## src/rtl/data_memory_read_interface_pkg.sv

```systemverilog
// Shared types and load_type bit positions for the load-side byte-lane logic.
package data_memory_read_interface_pkg;

    localparam int LT_BYTE     = 0;
    localparam int LT_HWORD    = 1;
    localparam int LT_UNSIGNED = 2;

    typedef logic [31:0] word_t;
    typedef logic [15:0] hword_t;
    typedef logic [7:0]  byte_t;
    typedef logic [2:0]  ltype_t;
    typedef logic [4:0]  reg_idx_t;

    typedef struct packed {
        logic     valid;
        logic [1:0] offset;
        ltype_t   ltype;
        reg_idx_t dest;
    } req_t;

    typedef struct packed {
        logic     valid;
        reg_idx_t dest;
        word_t    value;
        logic     misaligned;
    } out_t;

    function automatic byte_t byte_lane(word_t w, logic [1:0] off);
        byte_t b;
        case (off)
            2'd0:    b = w[7:0];
            2'd1:    b = w[15:8];
            2'd2:    b = w[23:16];
            default: b = w[31:24];
        endcase
        return b;
    endfunction

    function automatic hword_t hword_lane(word_t w, logic hi);
        return hi ? w[31:16] : w[15:0];
    endfunction

endpackage

```

## src/rtl/data_memory_read_interface_if.sv

```systemverilog
// Load request / RAM return / completed-load bundle.
interface data_memory_read_interface_if;
    import data_memory_read_interface_pkg::*;

    logic     req_valid;
    word_t    long_addr;
    ltype_t   load_type;
    reg_idx_t dest_reg;
    word_t    mem_read_data;
    logic     out_valid;
    reg_idx_t out_dest_reg;
    word_t    load_value;
    logic     misaligned;

    modport master (
        output req_valid, long_addr, load_type, dest_reg, mem_read_data,
        input  out_valid, out_dest_reg, load_value, misaligned
    );

    modport slave (
        input  req_valid, long_addr, load_type, dest_reg, mem_read_data,
        output out_valid, out_dest_reg, load_value, misaligned
    );

endinterface

```

## src/rtl/data_memory_read_interface_load_extract.sv

```systemverilog
// Pure combinational lane select plus sign/zero extension of a returned word.
module data_memory_read_interface_load_extract
    import data_memory_read_interface_pkg::*;
(
    input  logic [1:0] i_offset,
    input  ltype_t     i_load_type,
    input  word_t      i_word,
    output word_t      o_value,
    output logic       o_misaligned
);

    byte_t  w_byte;
    hword_t w_hword;

    assign w_byte  = byte_lane(i_word, i_offset);
    assign w_hword = hword_lane(i_word, i_offset[1]);

    // BYTE is tested first so it wins when both width bits are set.
    always_comb begin
        o_value      = i_word;
        o_misaligned = 1'b0;
        if (i_load_type[LT_BYTE]) begin
            o_value = {{24{w_byte[7] & ~i_load_type[LT_UNSIGNED]}}, w_byte};
        end else if (i_load_type[LT_HWORD]) begin
            o_value      = {{16{w_hword[15] & ~i_load_type[LT_UNSIGNED]}}, w_hword};
            o_misaligned = i_offset[0];
        end else begin
            o_misaligned = |i_offset;
        end
    end

endmodule

```

## src/rtl/data_memory_read_interface.sv

```systemverilog
// Tracks loads across the memory boundary: request reg, stall data hold, output reg.
module data_memory_read_interface
    import data_memory_read_interface_pkg::*;
(
    input  logic                          i_clk,
    input  logic                          i_reset,
    input  logic                          i_stall,
    input  logic                          i_flush,
    data_memory_read_interface_if.slave   bus
);

    req_t  r_req;
    logic  r_held;
    word_t r_hold;
    out_t  r_out;

    word_t       w_data;
    word_t       w_value;
    logic        w_misaligned;
    logic [29:0] w_unused_addr;

    assign w_unused_addr = bus.long_addr[31:2];

    always_ff @(posedge i_clk) begin
        if (i_reset) begin
            r_req.valid <= 1'b0;
        end else begin
            if (!i_stall && bus.req_valid) begin
                r_req.offset <= bus.long_addr[1:0];
                r_req.ltype  <= bus.load_type;
                r_req.dest   <= bus.dest_reg;
            end
            if (i_flush)
                r_req.valid <= 1'b0;
            else if (!i_stall)
                r_req.valid <= bus.req_valid;
        end
    end

    // RAM data is only guaranteed the cycle after the request; keep a copy across stalls.
    always_ff @(posedge i_clk) begin
        if (i_reset || i_flush || !i_stall) begin
            r_held <= 1'b0;
        end else if (r_req.valid && !r_held) begin
            r_hold <= bus.mem_read_data;
            r_held <= 1'b1;
        end
    end

    assign w_data = r_held ? r_hold : bus.mem_read_data;

    data_memory_read_interface_load_extract u_extract (
        .i_offset     (r_req.offset),
        .i_load_type  (r_req.ltype),
        .i_word       (w_data),
        .o_value      (w_value),
        .o_misaligned (w_misaligned)
    );

    // Flush does not touch O: a load already returned still completes.
    always_ff @(posedge i_clk) begin
        if (i_reset)
            r_out <= '0;
        else if (!i_stall)
            r_out <= {r_req.valid, r_req.dest, w_value, w_misaligned};
    end

    assign bus.out_valid    = r_out.valid;
    assign bus.out_dest_reg = r_out.dest;
    assign bus.load_value   = r_out.value;
    assign bus.misaligned   = r_out.misaligned;

endmodule
```

## src/flat_wrapper.sv

```systemverilog
// flat-port wrapper written by rule: the top's interface ports become plain ports
module data_memory_read_interface_flat import data_memory_read_interface_pkg::*;
  (i_clk, i_reset, i_stall, i_flush, bus_req_valid, bus_long_addr, bus_load_type, bus_dest_reg, bus_mem_read_data, bus_out_valid, bus_out_dest_reg, bus_load_value, bus_misaligned);
  data_memory_read_interface_if bus_i ();
  input  logic i_clk;
  input  logic i_reset;
  input  logic i_stall;
  input  logic i_flush;
  input wire logic [$bits(bus_i.req_valid)-1:0] bus_req_valid;
  input wire logic [$bits(bus_i.long_addr)-1:0] bus_long_addr;
  input wire logic [$bits(bus_i.load_type)-1:0] bus_load_type;
  input wire logic [$bits(bus_i.dest_reg)-1:0] bus_dest_reg;
  input wire logic [$bits(bus_i.mem_read_data)-1:0] bus_mem_read_data;
  output wire logic [$bits(bus_i.out_valid)-1:0] bus_out_valid;
  output wire logic [$bits(bus_i.out_dest_reg)-1:0] bus_out_dest_reg;
  output wire logic [$bits(bus_i.load_value)-1:0] bus_load_value;
  output wire logic [$bits(bus_i.misaligned)-1:0] bus_misaligned;
  assign bus_i.req_valid = bus_req_valid;
  assign bus_i.long_addr = bus_long_addr;
  assign bus_i.load_type = bus_load_type;
  assign bus_i.dest_reg = bus_dest_reg;
  assign bus_i.mem_read_data = bus_mem_read_data;
  assign bus_out_valid = bus_i.out_valid;
  assign bus_out_dest_reg = bus_i.out_dest_reg;
  assign bus_load_value = bus_i.load_value;
  assign bus_misaligned = bus_i.misaligned;
  data_memory_read_interface u_core (.i_clk(i_clk), .i_reset(i_reset), .i_stall(i_stall), .i_flush(i_flush), .bus(bus_i));
endmodule
```

## config.mk

```make
export PLATFORM = sky130hd
export DESIGN_NAME = data_memory_read_interface_flat
export DESIGN_NICKNAME = d
export VERILOG_FILES = /design/src/rtl/data_memory_read_interface_pkg.sv /design/src/rtl/data_memory_read_interface_if.sv /design/src/rtl/data_memory_read_interface_load_extract.sv /design/src/rtl/data_memory_read_interface.sv /design/src/flat_wrapper.sv
export SDC_FILE = /design/constraint.sdc
export NUM_CORES = 1
export LEC_CHECK = 0
export CAP_MARGIN = 25
export CORE_UTILIZATION = 48
export DETAILED_ROUTE_END_ITERATION = 12
export GPL_ROUTABILITY_DRIVEN = 0
export PLACE_DENSITY = 0.85
export SYNTH_ARGS = -nofsm -noshare
export SYNTH_HDL_FRONTEND = slang
export SYNTH_HIERARCHICAL = 1
export SYNTH_SLANG_ARGS = --single-unit
```

## constraint.sdc

```tcl
create_clock -name i_clk -period 2.5 [get_ports i_clk]
set_clock_uncertainty 0.15 [all_clocks]
set_input_delay 0.5 -clock i_clk [delete_from_list [all_inputs] [get_ports i_clk]]
set_output_delay 0.5 -clock i_clk [all_outputs]
set_load 0.02 [all_outputs]
```

### Yosys cells after proc, flatten, opt, wreduce, memory -nomap -nowiden

Index checks and enable logic that the tools add are counted.

| word-level totals | value |
|---|---|
| flip-flop bits (word level) | 83 |
| input bits | 77 |
| output and inout port bits | 39 |
| logic and storage cells | 35 |

| operators by class | value |
|---|---|
| eq/ne operators | 2 |
| multiplexer cells | 7 |
| bitwise gates (word level) | 5 |
| reductions and logical operators | 11 |

Operator list:

| operator | count |
|---|---|
| $mux 32 | 3 |
| $pmux 8 s3 | 1 |
| $mux 16 | 1 |
| $reduce_and 2->1 | 2 |
| $reduce_or 2->1 | 2 |
| $not 1->1 | 3 |
| $and 1x1->1 | 2 |
| $eq 2x1->1 const B | 1 |
| $eq 2x2->1 const B | 1 |
| $logic_and 1x1->1 | 2 |
| $logic_not 1->1 | 2 |
| $logic_not 2->1 | 1 |
| $logic_or 1x1->1 | 2 |
| $mux 1 | 2 |

### Logic depth before layout (Yosys ltp)

Gate-level depths: netlist of the first run.

| logic depth | value |
|---|---|
| depth in word-level cells | 5 |
| depth in mapped cells | 9 |
| mapped depth without buffers | 6 |

### Modules after synthesis

The synthesis of the first run kept the hierarchy.

By module, submodules not included:

| module | instances | cells each | area each (sq um) | sequential area each (sq um) |
|---|---|---|---|---|
| data_memory_read_interface | 1 | 214 | 3,269.4 | 2,082.0 |
| data_memory_read_interface_load_extract | 1 | 116 | 803.3 | 0.0 |

### Worst setup path after synthesis of the first run

OpenSTA, ideal clock, no wires.

| timing path | value |
|---|---|
| kind | input port to flip-flop |
| from | input i_reset |
| to | register u_core.r_hold[0] (enable) |
| library setup time | 392 ps |
| arrival | 1,636 ps |
| data required time | 1,958 ps |
| setup slack | 321 ps |
| cell stages on the path | 3 |
| buffers on the path | 1 |
| cell sequence | clkbuf_1 > nor2_1 > and4b_1 |

| on the way | value |
|---|---|
| cells in the longest elaborated chain, start to end | 4 |

Ends and longest elaborated chain:

| item | RTL line | RTL |
|---|---|---|
| from (decl) | flat_wrapper.sv:6 | `input logic i_reset;` |
| $logic_or 1x1->1 (2 in series) | data_memory_read_interface.sv:42 | `if (i_reset \|\| i_flush \|\| !i_stall) begin` |
| $not 1->1 (no source line) | n/a |  |
| $reduce_and 2->1 (no source line) | n/a |  |
| to (signal assigned) | data_memory_read_interface.sv:45 | `r_hold <= bus.mem_read_data;` |
| to (decl) | data_memory_read_interface.sv:14 | `word_t r_hold;` |

No other way between the ends.
A chain may end at the register's enable or synchronous reset.

### Worst setup path in the final report of the first run

| timing path | value |
|---|---|
| from | register u_core.r_held |
| to | register u_core.r_out, in the netlist u_core/bus.load_value[28] |

| on the way | value |
|---|---|
| cells in the longest elaborated chain, start to end | 5 |
| elaborated cells on any way between the ends | 7 |
| those cells by class | 5 x mux; 2 x bitwise |

Ends and longest elaborated chain:

| item | RTL line | RTL |
|---|---|---|
| from (decl) | data_memory_read_interface.sv:13 | `logic r_held;` |
| from (signal assigned) | data_memory_read_interface.sv:43 | `r_held <= 1'b0;` |
| from (signal assigned) | data_memory_read_interface.sv:46 | `r_held <= 1'b1;` |
| $mux 32 * | data_memory_read_interface.sv:50 | `assign w_data = r_held ? r_hold : bus.mem_read_data;` |
| net u_core.w_data[31] | data_memory_read_interface.sv:17 | `word_t w_data;` |
| $mux 16 | data_memory_read_interface_pkg.sv:40 | `return hi ? w[31:16] : w[15:0];` |
| $and 1x1->1 | data_memory_read_interface_load_extract.sv:25 | `o_value = {{16{w_hword[15] & ~i_load_type[LT_UNSIGNED]}}, w_hword};` |
| $mux 32 | data_memory_read_interface_load_extract.sv:24 | `end else if (i_load_type[LT_HWORD]) begin` |
| $mux 32 * | data_memory_read_interface_load_extract.sv:22 | `if (i_load_type[LT_BYTE]) begin` |
| net u_core.w_value[28] | data_memory_read_interface.sv:18 | `word_t w_value;` |
| to (signal assigned) | data_memory_read_interface.sv:65 | `r_out <= {r_req.valid, r_req.dest, w_value, w_misaligned};` |
| to (decl) | data_memory_read_interface.sv:15 | `out_t r_out;` |

The timed path passes the listed nets; every way through them passes the cells marked *.

==> flow_summary.yaml, run 1 <==
status:
  status: "complete, no violations"
sta:
  finalSetupViolCount: 0
  tns_ps: 0
  fin_crit_sh: 0.932
  timing.hold.ws_ps: 349
  fmax_mhz: 429
  final-hold-violation-count: 0
  rsz0062_at_grt: "no"
  maxSlewHeadroom: 0.406
  worst-slew-pin-transition_ps: 888
  finalMaxSlewViolations: 0
  period_needed_ps: 2330
pwr:
  peakVddDrop_v: 0.000405
  p_sw_frac: 0.252
  power_density_nw_per_um2: 595
  intPower_uw: 2300
  p_clk_frac: 0.351
  power.total_uw: 3080
  leakage_uw: 0.00212
  power_frac_comb: 0.159
  switching_power_uw: 777
  power_frac_seq: 0.490
die:
  io_pins: 116
  die_area_um2: 8860
  fp-row-count: 33
  fp.dieH_um: 94.1
  die_w_um: 94.1
  initial_core_util: 0.496
  fp.coreArea_um2: 8220
synthesis:
  synth_flop_cell: "edfxtp_1"
  synth_area_per_cell_um2: 12.3
  ys_top_cells_by_area: "edfxtp_1 31%, dfxtp_1 20%, mux2i_1 15%, mux2_4 11%, nor2_1 4.1%"
  syn-instance-count: 330
  synth-seq-cells: 83
  async_flop_share: 0
  syn_nets: 407
  yosysTopAreaCell: "edfxtp_1"
  synth_area_um2: 4070
  synthDistinctLibCells: 33
  ys_seq_area_frac: 0.511
  synth_top_cell_area_share: 0.310
  synth_edf_count: 42
  yosysWarnings: 6
final_layout:
  stdcell_count: 521
  layout.nets: 488
  antenna_cells: 0
  fillers: 633
  multi_input_area_um2: 1770
  final-seq-area_um2: 2080
  area_growth_pct: 27.2
  final_layout_size_suffix_gt1_frac: 0.161
routing:
  wl_um: 9300
  wl_per_cell_um: 17.8
  drc: 0
  ant_nets: 0
  vias_per_cell: 5.58
  first_pass_iters: 5
  vias: 2905
  drt-initial-drc-count: 200
cts:
  cts_max_level: 3
  hold_buffers: 0
  cts.sinks: 83
  clk_path_buf_depth: 2
  cts_root_buffer: "clkbuf_8"
  clk_pin_slew_worst_paths_ps: 90
  cts_tree: "yes"
  ctsResizeCount: 0
  clock_latency_ps: 360
  numCtsBuffers: 9
  cts_setup_buffers: 0
critical_path:
  cp.arrival_ps: 2420
  crit_path_start: "u_core/r_held"
  slowest_delay_ps: 540
  r2r_start: "u_core/r_held"
  cp_max_fo: 16
  cp_slowest_cell: "dfxtp_2"
  cp_data_required_time_ps: 2590
  worstSetupStartpointType: "register"
  crit_top_cell: "mux2_2"
  rrSetupSlack_ps: 170
  crit_path_end_kind: "register"
  worstReg2RegEnd: "u_core/bus.load_value[28]"
  critPathKind: "reg -> reg"
  worstPathCellList: "mux2_2, mux2_2, a32oi_4, buf_12, nand3_1, mux2i_1, nor2_1"
  worstRegToRegCells: 7
place:
  port_buffers: 85
  dp_hpwl_um: 6710
  dp_cells: 505
flow_run:
  maxCapViolations: 0
global_route:
  grt_usage: 0.221
  grt.overflow.total: 0
  grt_pass1_wl_um: 14500
  antenna_found_initial: 0
  grt_pass1_vias: 2874
  grt_max_degree: 35
min_path:
  hold_depth: 2
  min_from: "u_core/r_req[2]"
  min_path_type: "reg -> reg"
  holdPathEnd: "u_core/bus.out_dest_reg[2]"
==> worst max path at each step <==
stage,slack (ps),cells past startpoint,end
4_1_cts,220,7,u_core/bus.load_value[28]
6_report,170,7,u_core/bus.load_value[28]
3_3_place_gp,30,8,u_core/bus.load_value[26]
5_1_grt,120,6,u_core/bus.load_value[15]
2_1_floorplan,320,3,u_core/r_hold[0]
3_5_place_dp,-50,8,u_core/bus.load_value[28]
==> routing by layer <==
layer	GRT usage	vias up	routed length, µm
met5	0	-	0
met4	0.0641	0	141
met3	0.0655	15	466
met2	0.375	104	4650
met1	0.271	1426	4050
li1	-	1360	-
==> metrics by stage <==
| step | setup WS [ps] | cell area, µm² | utilization |
|---|---|---|---|
| floorplan | 321 | 4070 | - |
| CTS | 216 | 5180 | 0.630 |
| finish | 169 | 5180 | 0.630 |
| global placement | 28.1 | 4950 | 0.603 |
| global route | 121 | 5180 | 0.630 |
| detailed placement | -53.8 | 4950 | 0.603 |
==> placed cells by master, fill, tap and decap left out, drive strengths merged, types with 2 or more instances in the layout <==
| master | netlist | routed |
|---|---|---|
| clkdlybuf4s50 | 0 | 84 |
| mux2i | 61 | 61 |
| o21ai | 8 | 8 |
| buf | 21 | 12 |
| edfxtp | 42 | 42 |
| inv | 1 | 2 |
| nand3 | 16 | 16 |
| clkinv | 0 | 2 |
| nor2b | 3 | 3 |
| bufinv | 0 | 2 |
| dfxtp | 41 | 41 |
| mux2 | 35 | 35 |
| clkinvlp | 0 | 2 |
| and3 | 8 | 8 |
| a211oi | 8 | 8 |
| nand2 | 19 | 19 |
| a221oi | 7 | 7 |
| nor2 | 44 | 44 |
| clkbuf | 5 | 9 |
==> cell families (layout without fill, tap and decap cells) <==
logic type,Yosys count,after routing,synth area share
mux,96,96,0.273
simple gates,96,96,0.106
flops,83,83,0.511
compound gates,28,28,0.0550
buf+inv,27,113,0.0544
==> power groups by stage <==
stage	combinational [µW]	clock, µW	sequential [µW]
finish	490	1080	1510
global route	521	1150	1520
CTS	487	1090	1510
detailed placement	485	0	1540
global placement	469	0	1540
floorplan	243	0	1580
==> synth_stat cells (all sizes together), types with 5 or more instances <==
library cell / count
nand3: 16
and3: 8
clkbuf: 5
o21ai: 8
edfxtp: 42
mux2i: 61
a221oi: 7
buf: 21
nor2: 44
a211oi: 8
mux2: 35
dfxtp: 41
nand2: 19
==> final cells by class <==
class                           count  share of cell area
Clock buffer                        9              0.0239
Multi-Input combinational cell    220               0.342
Clock inverter                      7              0.0196
Inverter                            1            0.000725
Tap cell                          105              0.0254
Sequential cell                    83               0.402
Timing Repair Buffer               96               0.187
==> critical path, delay by kind of cell, from the launching register on <==
family                 cells  cell delay, ps
multiplexers               3             920
buffers and inverters      1             170
AND/OR/NAND/NOR            2             170
flip-flops                 1             540
AO/OA/AOI/OAI              1             250
No activity file was read; power rests on OpenSTA's default activity.
==> run 2, diff against run 1 <==
--- a/config.mk
+++ b/config.mk
@@ -10,6 +10,7 @@
 export DETAILED_ROUTE_END_ITERATION = 12
 export GPL_ROUTABILITY_DRIVEN = 0
 export PLACE_DENSITY = 0.85
+export SLEW_MARGIN = 10
 export SYNTH_ARGS = -nofsm -noshare
 export SYNTH_HDL_FRONTEND = slang
 export SYNTH_HIERARCHICAL = 1
==> results of run 2 <==
Same layout as run 1: the final DEF is identical, and so are final timing and power.
